<file path="src/rtl/keypad_time_entry_pkg.sv">
// Shared key codes, FSM state encoding and key classification for the keypad time-entry stage.
// Pure declarations: no clocked logic.
package keypad_time_entry_pkg;

  localparam logic [3:0] KEY_START = 4'hA;
  localparam logic [3:0] KEY_CLEAR = 4'hB;

  typedef enum logic [2:0] {
    ST_IDLE  = 3'd0,
    ST_ENTRY = 3'd1,
    ST_LOAD  = 3'd2,
    ST_RUN   = 3'd3,
    ST_PAUSE = 3'd4
  } state_t;

  function automatic logic is_digit(input logic [3:0] code);
    return code <= 4'd9;
  endfunction

endpackage

</file>
<file path="src/rtl/keypad_time_entry_key_edge_detect.sv">
// Turns a level key_valid into a one-cycle accept strobe with the key code captured on that edge.
// Latency 1 cycle; a key held down produces a single strobe.
module key_edge_detect (
  input  logic       clk,
  input  logic       reset,
  input  logic [3:0] key_code,
  input  logic       key_valid,
  output logic       accept,
  output logic [3:0] code
);

  logic key_valid_q;
  logic rise;

  assign rise = key_valid & ~key_valid_q;

  always_ff @(posedge clk) begin
    if (reset) begin
      key_valid_q <= 1'b0;
      accept      <= 1'b0;
      code        <= 4'd0;
    end else begin
      key_valid_q <= key_valid;
      accept      <= rise;
      if (rise) code <= key_code;
    end
  end

endmodule

</file>
<file path="src/rtl/keypad_time_entry.sv">
// Keypad front end for the MM:SS BCD down-counter chain: digit entry, START validation, load/run/pause/clear control.
// FSM acts one cycle after a key edge is registered; all control outputs are registered.
module keypad_time_entry
  import keypad_time_entry_pkg::*;
#(
  parameter int NDIGITS = 4
) (
  input  logic                 clk,
  input  logic                 reset,
  input  logic [3:0]           key_code,
  input  logic                 key_valid,
  input  logic                 door_closed,
  input  logic                 timer_done,
  output logic [4*NDIGITS-1:0] data_out,
  output logic                 load,
  output logic                 run,
  output logic                 clear_n,
  output logic                 done,
  output logic                 entry_err,
  output logic [2:0]           state_o
);

  localparam int W  = 4 * NDIGITS;
  localparam int CW = $clog2(NDIGITS + 1);

  logic          accept;
  logic [3:0]    code;
  state_t        state_q, state_d;
  logic [W-1:0]  digits_q, digits_d;
  logic [CW-1:0] cnt_q, cnt_d;
  logic          clear_n_d, done_d, err_d;
  logic          start_bad;

  key_edge_detect u_key_edge (
    .clk       (clk),
    .reset     (reset),
    .key_code  (key_code),
    .key_valid (key_valid),
    .accept    (accept),
    .code      (code)
  );

  // Seconds tens lives in digit 1 and must be a valid 0-5 value.
  assign start_bad = ~door_closed || (digits_q == '0) || (digits_q[7:4] > 4'd5);

  always_comb begin
    state_d   = state_q;
    digits_d  = digits_q;
    cnt_d     = cnt_q;
    clear_n_d = 1'b1;
    done_d    = 1'b0;
    err_d     = 1'b0;
    case (state_q)
      ST_IDLE: begin
        if (accept && is_digit(code)) begin
          digits_d = {digits_q[W-5:0], code};
          cnt_d    = CW'(1);
          state_d  = ST_ENTRY;
        end else if (accept && code == KEY_CLEAR) begin
          clear_n_d = 1'b0;
        end
      end
      ST_ENTRY: begin
        if (accept && is_digit(code)) begin
          if (cnt_q < CW'(NDIGITS)) begin
            digits_d = {digits_q[W-5:0], code};
            cnt_d    = cnt_q + CW'(1);
          end
        end else if (accept && code == KEY_CLEAR) begin
          digits_d  = '0;
          cnt_d     = '0;
          clear_n_d = 1'b0;
          state_d   = ST_IDLE;
        end else if (accept && code == KEY_START) begin
          if (start_bad) err_d = 1'b1;
          else           state_d = ST_LOAD;
        end
      end
      ST_LOAD: state_d = ST_RUN;
      ST_RUN: begin
        if (timer_done) begin
          done_d   = 1'b1;
          digits_d = '0;
          cnt_d    = '0;
          state_d  = ST_IDLE;
        end else if (!door_closed || (accept && code == KEY_CLEAR)) begin
          state_d = ST_PAUSE;
        end
      end
      ST_PAUSE: begin
        if (accept && code == KEY_START) begin
          if (door_closed) state_d = ST_RUN;
          else             err_d = 1'b1;
        end else if (accept && code == KEY_CLEAR) begin
          digits_d  = '0;
          cnt_d     = '0;
          clear_n_d = 1'b0;
          state_d   = ST_IDLE;
        end
      end
      default: state_d = ST_IDLE;
    endcase
  end

  always_ff @(posedge clk) begin
    if (reset) begin
      state_q   <= ST_IDLE;
      digits_q  <= '0;
      cnt_q     <= '0;
      load      <= 1'b0;
      run       <= 1'b0;
      clear_n   <= 1'b1;
      done      <= 1'b0;
      entry_err <= 1'b0;
    end else begin
      state_q   <= state_d;
      digits_q  <= digits_d;
      cnt_q     <= cnt_d;
      load      <= (state_d == ST_LOAD);
      run       <= (state_d == ST_RUN);
      clear_n   <= clear_n_d;
      done      <= done_d;
      entry_err <= err_d;
    end
  end

  assign data_out = digits_q;
  assign state_o  = state_q;

endmodule

</file>
<file path="config.mk">
export PLATFORM = sky130hd
export DESIGN_NAME = keypad_time_entry
export DESIGN_NICKNAME = d
export VERILOG_FILES = /design/src/rtl/keypad_time_entry_pkg.sv /design/src/rtl/keypad_time_entry_key_edge_detect.sv /design/src/rtl/keypad_time_entry.sv
export SDC_FILE = /design/constraint.sdc
export NUM_CORES = 1
export LEC_CHECK = 0
export BUFFER_PORTS_ARGS = -buffer_cell sky130_fd_sc_hd__clkbuf_2
export CAP_MARGIN = 30
export CORE_MARGIN = 2
export CORE_UTILIZATION = 55
export DETAILED_ROUTE_END_ITERATION = 7
export PLACE_DENSITY = 0.8
export SYNTH_ARGS = -nofsm -noshare
export SYNTH_HDL_FRONTEND = slang
export SYNTH_SLANG_ARGS = --single-unit
</file>
<file path="constraint.sdc">
create_clock -name clk -period 4.5 [get_ports clk]
set_input_delay 0.9 -clock clk [delete_from_list [all_inputs] [get_ports clk]]
set_output_delay 0.9 -clock clk [all_outputs]
set_load 0.01 [all_outputs]
</file>
==> results of run 1 <==
[worst min-delay path by stage]
stage	from	to	slack, ps
2_1_floorplan	u_key_edge.key_valid_q$_SDFF_PP0_	u_key_edge.accept$_SDFF_PP0_	390
5_1_grt	u_key_edge.key_valid_q$_SDFF_PP0_	u_key_edge.accept$_SDFF_PP0_	460
6_report	u_key_edge.key_valid_q$_SDFF_PP0_	u_key_edge.accept$_SDFF_PP0_	420
3_3_place_gp	u_key_edge.key_valid_q$_SDFF_PP0_	u_key_edge.accept$_SDFF_PP0_	400
4_1_cts	u_key_edge.key_valid_q$_SDFF_PP0_	u_key_edge.accept$_SDFF_PP0_	420
3_5_place_dp	u_key_edge.key_valid_q$_SDFF_PP0_	u_key_edge.accept$_SDFF_PP0_	410
[cell type report]
type / instances / area, sq um / area share
Multi-Input combinational cell: 111 / 747 / 0.438
Tap cell: 31 / 38.8 / 0.0227
Inverter: 12 / 45.0 / 0.0264
Sequential cell: 33 / 661 / 0.387
Timing Repair Buffer: 32 / 160 / 0.0938
Clock buffer: 7 / 55.1 / 0.0323
[cells in the mapped netlist, drive strengths merged (3+ instances only)]
master / n
nor4: 4
a31oi: 6
buf: 6
a21oi: 5
a211oi: 4
o21ai: 5
nand3: 3
inv: 12
dfxtp: 33
nor3: 4
o32ai: 8
nand2: 5
nor2: 14
clkbuf: 7
o22ai: 9
nand2b: 14
nor2b: 4
[report_power, final]
group	total, mW	switching (mW)	leakage [nW]	internal (mW)
clock	0.171	0.0969	0.0314	0.0737
sequential	0.311	0.0112	0.268	0.299
combinational	0.0726	0.0443	0.363	0.0282
total	0.554	0.152	0.662	0.401
[stage by stage]
stage | util | worst slack, ps
after global routing | 0.630 | 2180
final | 0.630 | 2290
after detailed placement | 0.609 | 2230
after CTS | 0.630 | 2330
after global placement | 0.609 | 2280
after floorplan | - | 2570
[per-layer routing]
| layer | part of all wire | wire length (microns) | GRT usage |
|---|---|---|---|
| met1 | 0.44 | 1490 | 0.268 |
| met4 | 0.011 | 36 | 0.0797 |
| met3 | 0.069 | 234 | 0.0714 |
| met2 | 0.48 | 1630 | 0.373 |
| met5 | 0 | 0 | 0 |
[flip-flops by register name (all words and copies together) (netlist names)]
name,flops
run,1
data_out,16
done,1
u_key_edge.code,4
entry_err,1
load,1
clear_n,1
cnt_q,3
state_o,3
u_key_edge.accept,1
u_key_edge.key_valid_q,1
[kinds of logic (layout without fill, tap and decap cells)]
family                     count (synthesis)  in the layout  synth area share
adders and majority gates                  1              1           0.00812
buffers and inverters                     25             51            0.0861
and+or+nand+nor                           60             60             0.229
AOI/OAI and AO/OA                         50             50             0.248
DFF                                       33             33             0.429
==> results.cfg, run 1 <==
[cts]
postCtsHoldBufs = 0
clk_pin_slew_worst_paths_ps = 100
cts_sinks = 33
root_buffer = clkbuf_4
clockBufferDepth = 2
cts_buffers = 5
clk_latency_ps = 340
post_cts_buffers = 0
cts_resized = 0
cts_max_level = 2
cts_tree = yes

[cells_and_area]
final_area_sq_mm = 0.00171
final_cell_mix = dfxtp_1, clkbuf_2, nand2b_1, nor2_1, inv_1
drive_gt1_frac = 0.236
finalNonFillerCells = 226
final_common_cell = dfxtp_1
syn2layout_area_growth_pct = 10.8
fillCellCount = 258
nNetsFinal = 205
antenna_cells = 0

[critical_path]
cp.depth = 4
rr_startpoint = state_o[2]$_SDFF_PP0_
path_class = reg2reg
r2r_slack_ps = 2290
critPathBufInv = 0
cp_top_family = compound AO/OA/AOI/OAI gates
path_cells = nor3b_2 > o21ai_0 > a32oi_2 > o22ai_1
arrival_ps = 2410
r2r_cells = 4
crit_slowest_cell = a32oi_2
critPathCaptureType = flop
crit_end = data_out[11]$_SDFFE_PP0P_
cp_slowest_stage_delay_ps = 740
r2r_end = data_out[11]$_SDFFE_PP0P_
worst_setup_path_start_kind = flop
cp.required_ps = 4690
crit_start = state_o[2]$_SDFF_PP0_
worstPathMaxFanout = 18

[yosys]
synth_top_cell_area_share = 0.429
ys_ff_latch = 33
ys_top_cells_by_area = dfxtp_1, nand2b_1, o32ai_1, o22ai_1, nor2_1
syn-cell-area_sq_mm = 0.00154
ys_seq_area_frac = 0.429
synthArstFlopShare = 0
yosysWarnings = 0
ys.flop_type = dfxtp_1
synth_edf_count = 0
synth_cells = 169
ys_types = 42
yosys.area.top_type = dfxtp_1
syn-num-nets = 179
syn_avg_cell_area_sq_um = 9.11

[floorplan]
fp.dieArea_sq_mm = 0.00324
initial_core_util = 0.568
rows = 19
die_w_microns = 56.9
core_area_sq_mm = 0.00271
ios = 33
die_h_microns = 56.9

[route]
drtAntennaViolNets = 0
routedWlPerCell_microns = 15.0
route.final.wire_length_mm = 3.39
avgViaCountPerCell = 6.16
first_pass_iters = 4
drc_errors = 0
vias = 1392
drtIter0Drc = 57

[pwr]
total_power_mw = 0.554
power.leakage_nw = 0.662
ir_worst_vdd_uv = 246
power_density_mw_per_mm2 = 325

[sta]
fin_crit_ps = 2210
grt_setup_unrepaired = no
max_freq_ghz = 0.452
finalSetupViolations = 0
relSlewSlack = 0.426
skew_ps = 11.6
period_share = 0.492
finalHoldWorstSlack_ps = 420
worst_pin_slew_ps = 861
slew_viol_final = 0
hold_violations = 0
finalSetupTns_ps = 0

[place]
dpl.hpwl_mm = 2.35
placed_cell_area_sq_mm = 0.00165
routabilityCongestion = 0.870
placedCellCount = 219
portBuffers = 32

[grt]
overflow = 0
grt_max_degree = 33
grt_pass1_wl_mm = 5.63
antenna_found_initial = 0
grt_pass1_vias = 1256
grtUsageTotal = 0.223

[run]
maxCapViolations = 0

[worst_hold_path]
hp-class = reg2reg
holdPathStages = 1

[run_status]
status = finished, final reports clean
Note: power is estimated with default switching activity, not from simulation.
==> run 2: changes to the inputs <==
- CORE_UTILIZATION: 55 -> 53
- PLACE_DENSITY: 0.8 -> 0.78
- clock period: 4.5 -> 2.3 ns (I/O delays scaled with it)
==> results.cfg, run 2 (synthesized netlist as in run 1, its figures left out) <==
[run_status]
status = finished, final reports clean

[critical_path]
cp_top_family = simple AND/OR/NAND/NOR gates
cp.required_ps = 2500
crit_slowest_cell = dfxtp_1
critPathCaptureType = flop
path_cells = or2b_1 > a22oi_2 > or3_1 > o32ai_1
critPathBufInv = 0
cp_slowest_stage_delay_ps = 600
cp.depth = 4
arrival_ps = 2140
worstPathMaxFanout = 16
r2r_cells = 4
worst_setup_path_start_kind = flop
path_class = reg2reg

[route]
drtIter0Drc = 44
route.final.wire_length_mm = 3.49
drc_errors = 0
avgViaCountPerCell = 6.14
routedWlPerCell_microns = 15.2
drtAntennaViolNets = 0
first_pass_iters = 4
vias = 1407

[cts]
cts_buffers = 5
root_buffer = clkbuf_4
cts_sinks = 33
clk_latency_ps = 340
post_cts_buffers = 0
cts_max_level = 2
clk_pin_slew_worst_paths_ps = 100
cts_tree = yes
postCtsHoldBufs = 0
cts_resized = 0
clockBufferDepth = 2

[worst_hold_path]
holdPathStages = 3
hp-class = in2reg

[sta]
max_freq_ghz = 0.516
slew_viol_final = 0
fin_crit_ps = 1940
finalSetupTns_ps = 0
finalSetupViolations = 0
worst_pin_slew_ps = 577
period_share = 0.843
worst_slack_ps = 361
hold_violations = 0
grt_setup_unrepaired = no
skew_ps = 3.66
relSlewSlack = 0.615

[floorplan]
rows = 19
die_h_microns = 57.9
core_area_sq_mm = 0.00276
die_w_microns = 57.9
ios = 33
initial_core_util = 0.559
fp.dieArea_sq_mm = 0.00335

[place]
portBuffers = 32
pre_cts_ws_ps = 383
dpl.hpwl_mm = 2.51
routabilityCongestion = 0.847
placedCellCount = 221

[pwr]
pwr-share-seq = 0.538
power_density_mw_per_mm2 = 650
p_int_mw = 0.824
p_sw_mw = 0.304
p_comb_frac = 0.132
p_clk_frac = 0.330
sw_frac_of_total = 0.269
power.leakage_nw = 0.682
total_power_mw = 1.13
ir_worst_vdd_uv = 533

[grt]
grt_pass1_vias = 1284
grt_max_degree = 33
overflow = 0
grtUsageTotal = 0.227
grt_pass1_wl_mm = 5.76
antenna_found_initial = 0

[cells_and_area]
finalNonFillerCells = 229
final_cell_mix = dfxtp_1, clkbuf_2, nand2b_1, nor2_1, inv_1
largest_reg_flops = 16
drive_gt1_frac = 0.253
syn2layout_area_growth_pct = 12.8
antenna_cells = 0
nNetsFinal = 207
final_common_cell = dfxtp_1

[run]
maxCapViolations = 0
## run 2: changes by cell type in the layout (fill, tap and decap cells not counted), sizes merged
cell | before | now
buf | 0 | 2
clkinv | 0 | 1
## run 2: layout make-up
cell class                 count  area [sq um]
clock buffer                   7          65.1
clock inverter                 1          5.00
fill                         255          1020
inverter                      12          45.0
multi-input combinational    111           747
sequential                    33           661
tap                           31          38.8
timing repair buffer          34           175
## run 2: metrics by stage
stage / hold WS, ps / area, sq um / utilization
finish: 350 / 1740 / 0.630
CTS: 335 / 1740 / 0.630
global placement: 409 / 1670 / 0.604
floorplan: 392 / 1540 / -
global route: 340 / 1740 / 0.630
detailed placement: 408 / 1670 / 0.604
## run 2: worst min-delay path: stages
cell	delay, ps
clkbuf_2	90
nand2_1	60
nor3_1	40
## run 2: power groups by stage
stage | clock, mW | sequential [mW] | combinational, mW
6_report | 0.372 | 0.607 | 0.149
3_5_place_dp | 0 | 0.620 | 0.148
3_3_place_gp | 0 | 0.619 | 0.143
2_1_floorplan | 0 | 0.613 | 0.128
5_1_grt | 0.398 | 0.611 | 0.166
4_1_cts | 0.382 | 0.607 | 0.149
## run 2: final timing paths
check / startpoint / slack [ps] / endpoint
setup reg to reg: state_o[1]$_SDFF_PP0_ / 360 / data_out[15]$_SDFFE_PP0P_
hold / removal: timer_done / 350 / done$_SDFF_PP0_
setup / recovery: state_o[1]$_SDFF_PP0_ / 360 / data_out[15]$_SDFFE_PP0P_
hold reg to reg: u_key_edge.key_valid_q$_SDFF_PP0_ / 440 / u_key_edge.accept$_SDFF_PP0_
## run 2: metal layers
layer,vias to the layer above,wire length (microns),GRT usage
met5,-,0,0
met4,0,64,0.0930
met3,9,234,0.0737
met2,58,1690,0.362
met1,659,1500,0.285
li1,681,-,-
